### src/rtl/mmio_rd_sched_pkg.sv
// Shared types and constants for the MMIO read scheduler and its optional
// timeout helper.
package mmio_rd_sched_pkg;

   localparam int TAG_W      = 10;
   localparam int LEN_W      = 14;
   localparam int REQID_W    = 16;
   localparam int LOW_ADDR_W = 24;
   localparam int CNT_W      = 8;
   localparam int ADDR_MAX_W = 64;

   // Wide enough for any supported readdata width; users slice the low bits.
   localparam logic [1023:0] ALL_ONES_RSP = '1;

   typedef enum logic {
      IDLE  = 1'b0,
      ISSUE = 1'b1
   } rd_state_e;

   typedef struct packed {
      logic [ADDR_MAX_W-1:0] addr;
      logic [TAG_W-1:0]      tag;
      logic [LEN_W-1:0]      length;
      logic [REQID_W-1:0]    req_id;
   } rd_req_t;

endpackage

### src/rtl/mmio_rd_timeout.sv
// Read-timeout helper: watchdog timer, discard counter for late responses and
// the synthetic-completion strobe. Only instantiated under MMIO_RD_TIMEOUT_EN.
module mmio_rd_timeout
   import mmio_rd_sched_pkg::*;
#(
   parameter int TIMEOUT_CYCLES = 4096
) (
   input  logic             clk,
   input  logic             rst,
   input  logic [CNT_W-1:0] outstanding_i,
   input  logic             rdv_i,
   output logic [CNT_W-1:0] discard_cnt_o,
   output logic             expire_o
);

   localparam int               TMR_W    = $clog2(TIMEOUT_CYCLES);
   localparam logic [TMR_W-1:0] TMR_LOAD = TMR_W'(TIMEOUT_CYCLES - 1);

   logic [TMR_W-1:0] tmr_q, tmr_d;
   logic [CNT_W-1:0] discard_q, discard_d;
   logic             expire;

   // Timer runs down from TIMEOUT_CYCLES-1; a real response always wins the
   // expiry cycle.
   always_comb begin
      expire    = (outstanding_i != '0) && (tmr_q == '0) && !rdv_i;
      tmr_d     = tmr_q - 1'b1;
      discard_d = discard_q;
      if (rdv_i || (outstanding_i == '0) || expire) begin
         tmr_d = TMR_LOAD;
      end
      if (expire) begin
         discard_d = discard_q + 1'b1;
      end else if (rdv_i && (discard_q != '0)) begin
         discard_d = discard_q - 1'b1;
      end
   end

   always_ff @(posedge clk) begin
      if (rst) begin
         tmr_q     <= TMR_LOAD;
         discard_q <= '0;
      end else begin
         tmr_q     <= tmr_d;
         discard_q <= discard_d;
      end
   end

   assign discard_cnt_o = discard_q;
   assign expire_o      = expire;

endmodule

### src/rtl/axis_mmio_rd_sched.sv
// MMIO read scheduler: one AVMM read at a time, credit/almost-full throttled
// admission, completion sideband and read-data pass-through.
// Optional synthetic timeout completions under MMIO_RD_TIMEOUT_EN.
//
// state | meaning
// IDLE  | waiting for an admissible request
// ISSUE | AVMM read asserted until waitrequest drops
module axis_mmio_rd_sched
   import mmio_rd_sched_pkg::*;
#(
   parameter int AVMM_ADDR_WIDTH = 18,
   parameter int AVMM_DATA_WIDTH = 64,
   parameter int MAX_OUTSTANDING = 64,
   parameter int TIMEOUT_CYCLES  = 4096
) (
   input  logic                       clk,
   input  logic                       rst,
   input  logic                       req_valid,
   output logic                       req_ready,
   input  logic [AVMM_ADDR_WIDTH-1:0] req_addr,
   input  logic [TAG_W-1:0]           req_tag,
   input  logic [LEN_W-1:0]           req_length,
   input  logic [REQID_W-1:0]         req_req_id,
   input  logic                       rsp_fifo_almfull,
   output logic                       avmm_m2s_read,
   output logic [AVMM_ADDR_WIDTH-1:0] avmm_m2s_address,
   input  logic                       avmm_m2s_waitrequest,
   input  logic                       avmm_s2m_readdatavalid,
   input  logic [AVMM_DATA_WIDTH-1:0] avmm_s2m_readdata,
   output logic                       rd_datavalid_o,
   output logic [AVMM_DATA_WIDTH-1:0] rd_data_o,
   output logic                       tlp_rd_strb,
   output logic [TAG_W-1:0]           tlp_rd_tag,
   output logic [LEN_W-1:0]           tlp_rd_length,
   output logic [REQID_W-1:0]         tlp_rd_req_id,
   output logic [LOW_ADDR_W-1:0]      tlp_rd_low_addr,
   output logic [CNT_W-1:0]           outstanding,
   output logic                       rd_timeout
);

   rd_state_e        state_q, state_d;
   rd_req_t          req_q, req_d;
   logic [CNT_W-1:0] outstanding_q, outstanding_d;
   logic [CNT_W-1:0] discard_cnt;
   logic [CNT_W:0]   inflight;
   logic             credit_ok;
   logic             accept;
   logic             syn_rsp;
   logic             fwd_rsp;
   logic             unused_addr_hi;

   // Late responses still owed by the slave occupy credits too.
   assign inflight  = {1'b0, outstanding_q} + {1'b0, discard_cnt};
   assign credit_ok = inflight < (CNT_W + 1)'(MAX_OUTSTANDING);

   always_comb begin
      state_d       = state_q;
      req_d         = req_q;
      req_ready     = 1'b0;
      accept        = 1'b0;
      avmm_m2s_read = 1'b0;
      tlp_rd_strb   = 1'b0;
      case (state_q)
         IDLE: begin
            req_ready = !rst && credit_ok && !rsp_fifo_almfull;
            accept    = req_valid && !rst && credit_ok && !rsp_fifo_almfull;
            if (accept) begin
               req_d.addr   = ADDR_MAX_W'(req_addr);
               req_d.tag    = req_tag;
               req_d.length = req_length;
               req_d.req_id = req_req_id;
               state_d      = ISSUE;
            end
         end
         ISSUE: begin
            avmm_m2s_read = 1'b1;
            if (!avmm_m2s_waitrequest) begin
               tlp_rd_strb = 1'b1;
               state_d     = IDLE;
            end
         end
         default: state_d = IDLE;
      endcase
   end

`ifdef MMIO_RD_TIMEOUT_EN
   mmio_rd_timeout #(
      .TIMEOUT_CYCLES (TIMEOUT_CYCLES)
   ) u_timeout (
      .clk           (clk),
      .rst           (rst),
      .outstanding_i (outstanding_q),
      .rdv_i         (avmm_s2m_readdatavalid),
      .discard_cnt_o (discard_cnt),
      .expire_o      (syn_rsp)
   );
`else
   localparam int unused_timeout_cycles = TIMEOUT_CYCLES;
   assign discard_cnt = '0;
   assign syn_rsp     = 1'b0;
`endif

   assign fwd_rsp        = avmm_s2m_readdatavalid && (discard_cnt == '0);
   assign rd_datavalid_o = fwd_rsp || syn_rsp;
   assign rd_data_o      = syn_rsp ? ALL_ONES_RSP[AVMM_DATA_WIDTH-1:0]
                                   : avmm_s2m_readdata;
   assign rd_timeout     = syn_rsp;

   assign outstanding_d = outstanding_q + {{(CNT_W-1){1'b0}}, tlp_rd_strb}
                                        - {{(CNT_W-1){1'b0}}, rd_datavalid_o};

   always_ff @(posedge clk) begin
      if (rst) begin
         state_q       <= IDLE;
         req_q         <= '0;
         outstanding_q <= '0;
      end else begin
         state_q       <= state_d;
         req_q         <= req_d;
         outstanding_q <= outstanding_d;
      end
   end

   assign avmm_m2s_address = {req_q.addr[AVMM_ADDR_WIDTH-1:3], 3'b000};
   assign tlp_rd_tag       = req_q.tag;
   assign tlp_rd_length    = req_q.length;
   assign tlp_rd_req_id    = req_q.req_id;
   assign tlp_rd_low_addr  = {{(LOW_ADDR_W-7){1'b0}}, req_q.addr[6:0]};
   assign outstanding      = outstanding_q;
   assign unused_addr_hi   = |(req_q.addr >> AVMM_ADDR_WIDTH);

endmodule

### config.mk
export PLATFORM = sky130hd
export DESIGN_NAME = axis_mmio_rd_sched
export DESIGN_NICKNAME = d
export VERILOG_FILES = /design/src/rtl/mmio_rd_sched_pkg.sv /design/src/rtl/mmio_rd_timeout.sv /design/src/rtl/axis_mmio_rd_sched.sv
export SDC_FILE = /design/constraint.sdc
export NUM_CORES = 1
export LEC_CHECK = 0
export CORE_AREA = 4 4 110 112
export CTS_CLUSTER_DIAMETER = 120
export DETAILED_ROUTE_END_ITERATION = 8
export DIE_AREA = 0 0 114 116
export GPL_ROUTABILITY_DRIVEN = 0
export PLACE_DENSITY = 0.85
export SLEW_MARGIN = 10
export SYNTH_ARGS = -nofsm -noshare
export SYNTH_HDL_FRONTEND = slang
export SYNTH_SLANG_ARGS = --single-unit
export TNS_END_PERCENT = 30
### constraint.sdc
create_clock -name clk -period 2.71 [get_ports clk]
set_clock_uncertainty 0.1 [all_clocks]
set_input_delay 0.542 -clock clk [delete_from_list [all_inputs] [get_ports clk]]
set_output_delay 0.542 -clock clk [all_outputs]
set_load 0.01 [all_outputs]
==> metrics.log <==
INFO  metric switching_share = around 29%
INFO  metric min_period = 2.50 ns
INFO  metric filler_cell_count = between 1000 and 1500
INFO  metric share_of_final_layout_standard_cells_stronger_than_drive_strength_1 = 5.17%
INFO  metric achievable-frequency = 0.400 GHz
INFO  metric setup_slack = 0.212 ns
INFO  metric cts_tree = done
INFO  metric die_x = around 110 um
INFO  metric post_synth_edffs = 0
INFO  metric sequential_element_share_of_the_synthesized_area = 40.4%
INFO  metric seqPwrFrac = 35.3%
INFO  metric total_setup_buffers_inserted_after_cts = 0
INFO  metric cts_hold_buf = 0
INFO  metric synth.top_cell.area_share = 40.4%
INFO  metric floorplan.initialDensity = 29.6%
INFO  metric synth-main-ff-cell = sky130_fd_sc_hd__dfxtp_1
INFO  metric p_leak = between 1.5 and 2 nW
INFO  metric internal_power = between 2 and 2.5 mW
INFO  metric net-switching-power = 0.928 mW
INFO  metric antenna_left = 0
INFO  metric via_count = 2712
INFO  metric critical_path.top_delay_family = buffers and inverters
INFO  metric post_synth_design_cell_area = 0.00332 sq mm
INFO  metric floorplan.core_area = ~0.011 sq mm
INFO  metric max_cap_check_violation_count = 0
INFO  metric routedWlPerCell = 13.1 um
INFO  metric first_pass_grt_wire_length = 12.5 mm
INFO  metric crit_path_cell_trace = clkdlybuf4s50_1 > nor4b_4 > clkdlybuf4s50_1
INFO  metric finalHoldWorstSlack = 0.350 ns
INFO  metric async_flop_share = 0%
INFO  metric grt_pass1_vias = 2511
INFO  metric comb_power_share = 29.7%
INFO  metric global_route.usage.total = ~12%
INFO  metric p_total = around 3.2 mW
INFO  metric antenna_found_initial = 0
INFO  metric cts.sink_count = 67
INFO  metric postSynthCellCount = 417
INFO  metric ys_seq_elements = 67
INFO  metric postRouteWirelength = slightly above 8 mm
INFO  metric cts.repair.resized = 0
INFO  metric post_placement_worst_setup_slack = -0.0815 ns
INFO  metric drt_iter0_drc = around 110
INFO  metric post-route-drc-count = 0
INFO  metric run_status = finished, final reports clean
INFO  metric critical_path.slowest_cell = sky130_fd_sc_hd__clkdlybuf4s50_1
INFO  metric synthesis.yosys.warnings = 0
INFO  metric top_layer = met4
INFO  metric die_area = around 0.013 sq mm
INFO  metric insertion_delay = roughly 0.33 ns
INFO  metric most_frequent_cells_in_the_layout = sky130_fd_sc_hd__clkdlybuf4s50_1 (136), sky130_fd_sc_hd__nand2_1 (118), sky130_fd_sc_hd__dfxtp_1 (67)
INFO  metric total_power_density_per_cell_area = around 720 mW/mm^2
INFO  metric diodes = 0
INFO  metric final_max_slew_viol_count = 0
INFO  metric grt_setup_unrepaired = no
INFO  metric die_height = ~120 um
INFO  metric critPathKind = primary input to primary output
INFO  metric timing.critical_path.to_type = primary output
INFO  metric layout.nets = roughly 620
INFO  metric route.met2.wl = 3.86 mm
INFO  metric worstMarginPinSlew = 0.775 ns
INFO  metric finalHoldViolCount = 0
INFO  metric cts_buffers = 9
INFO  metric layoutNonFillerInstCount = about 630
INFO  metric yosys.cell_types.count = 30
INFO  metric detail_route.wirelength.met1 = 3.08 mm
INFO  metric clk_transition_reported_paths = approximately 0.050 ns
INFO  metric worst_path_largest_cell_delay = around 0.60 ns
INFO  metric crit_top_cell = sky130_fd_sc_hd__clkdlybuf4s50_1
INFO  metric ir_drop = between 400 and 500 uV
INFO  metric grt_max_degree = 72
INFO  metric dp_hpwl = roughly 5.9 mm
INFO  metric cts_buffer_depth = 2
INFO  metric std_cell_rows = 39
INFO  metric critical_path.startpoint_type = primary input
INFO  metric routed_wire_length_on_met3 = 929 um
INFO  metric clkPwrFrac = 35.0%
INFO  metric cp_max_fo = 3
INFO  metric yosysTopAreaCell = sky130_fd_sc_hd__dfxtp_1
INFO  metric detail_route.first_pass.iterations = 4
INFO  metric overflow = 0
INFO  metric worstHoldPathType = flop to flop
INFO  metric finalSetupTns = 0 ns
INFO  metric dp_cells = ~610
INFO  metric port_buffers = 137
INFO  metric worst_slew_margin_rel = 48.3%
INFO  metric critical_path_arrival = 1.86 ns
INFO  metric crit_buf_inv = 2
INFO  metric syn_area_per_cell = about 8.0 sq um
INFO  metric cts_htree_levels = 3
INFO  metric via_per_inst = 4.33
INFO  metric ioPinCount = between 200 and 300
INFO  metric mostFrequentLayoutCell = sky130_fd_sc_hd__clkdlybuf4s50_1
INFO  metric worst-endpoint-required = 2.07 ns
INFO  metric finalCritPeriodShare = 92.2%
INFO  metric post_synth_main_area_contributors = sky130_fd_sc_hd__dfxtp_1 (40%), sky130_fd_sc_hd__buf_4 (21%), sky130_fd_sc_hd__nand2_1 (13%), sky130_fd_sc_hd__a21oi_1 (9.2%), sky130_fd_sc_hd__ha_1 (3.4%)
INFO  metric syn_to_final_growth = 35.1%
INFO  metric setup_viol = 0
INFO  metric cts_root_buffer = sky130_fd_sc_hd__clkbuf_16
synth_stat cells (2+ instances only):
| cell | number |
|---|---|
| sky130_fd_sc_hd__o21a_1 | 2 |
| sky130_fd_sc_hd__dfxtp_1 | 67 |
| sky130_fd_sc_hd__buf_2 | 5 |
| sky130_fd_sc_hd__a211oi_1 | 2 |
| sky130_fd_sc_hd__buf_4 | 91 |
| sky130_fd_sc_hd__a21o_1 | 2 |
| sky130_fd_sc_hd__ha_1 | 9 |
| sky130_fd_sc_hd__nor3_1 | 5 |
| sky130_fd_sc_hd__nor3b_1 | 2 |
| sky130_fd_sc_hd__clkbuf_1 | 11 |
| sky130_fd_sc_hd__nand2_1 | 119 |
| sky130_fd_sc_hd__o21ai_0 | 3 |
| sky130_fd_sc_hd__inv_1 | 11 |
| sky130_fd_sc_hd__nor2b_1 | 5 |
| sky130_fd_sc_hd__nor2_1 | 5 |
| sky130_fd_sc_hd__a21oi_1 | 61 |
| sky130_fd_sc_hd__buf_6 | 4 |
power by group through the flow:
stage	Sequential (mW)	Combinational (mW)	Clock [mW]
2_1_floorplan	1.19	0.649	0
3_3_place_gp	1.16	0.941	0
3_5_place_dp	1.16	0.964	0
4_1_cts	1.14	0.967	1.17
5_1_grt	1.15	1.06	1.22
6_report	1.14	0.957	1.13
kinds of logic after synthesis:
family	Yosys count	share of synthesized area, %
compound gates	74	12.0
fa+ha+maj	10	3.99
buf+inv	122	25.2
flops	67	40.4
mux	1	0.339
other cells	1	0.113
simple gates	142	18.0
per-stage QoR:
stage | util [%] | instance area, sq um
6_report | 40.0 | 4490
5_1_grt | 40.0 | 4490
4_1_cts | 40.0 | 4490
3_5_place_dp | 37.4 | 4200
3_3_place_gp | 37.4 | 4200
2_1_floorplan | - | 3400
sequential cells by signal, summed over array words and instances, names as in the netlist:
name,flops
tlp_rd_length,14
state_q,1
outstanding,8
tlp_rd_req_id,16
tlp_rd_tag,10
tlp_rd_low_addr,3
avmm_m2s_address,15
routing by layer:
metal | track usage (%) | vias up
li1 | - | 1347
met1 | 12.7 | 1194
met2 | 18.6 | 136
met3 | 6.84 | 35
met4 | 8.71 | 0
met5 | 0 | -
cell type report:
cell class	count	area (sq um)	share of cell area [%]
repair buffers	142	1420	31.5
multi-input cells	248	1220	27.3
well taps	143	179	3.99
flip-flops and latches	67	1340	29.9
inverters	11	41.3	0.920
clock buffers	11	233	5.18
clock inverters	5	53.8	1.20
worst paths after layout:
| check | slack, ns | cells after the start | from | end |
|---|---|---|---|---|
| min reg2reg | 0.35 | 2 | avmm_m2s_address[7]$_SDFFE_PP0P_ | avmm_m2s_address[7]$_SDFFE_PP0P_ |
| min | 0.35 | 2 | avmm_m2s_address[7]$_SDFFE_PP0P_ | avmm_m2s_address[7]$_SDFFE_PP0P_ |
| max reg2reg | 0.58 | 10 | outstanding[0]$_SDFF_PP0_ | outstanding[6]$_SDFF_PP0_ |
| max | 0.21 | 3 | rsp_fifo_almfull | req_ready |
worst register-to-register path: cells and delay by family, from the launching register on:
kind                       cells  cell delay [ns]
AOI/OAI and AO/OA              2             0.24
and+or+nand+nor                2             0.34
adders and majority gates      3             0.82
DFF                            1             0.33
buffers and inverters          3             0.16
Note: power is estimated with default switching activity, not from simulation.
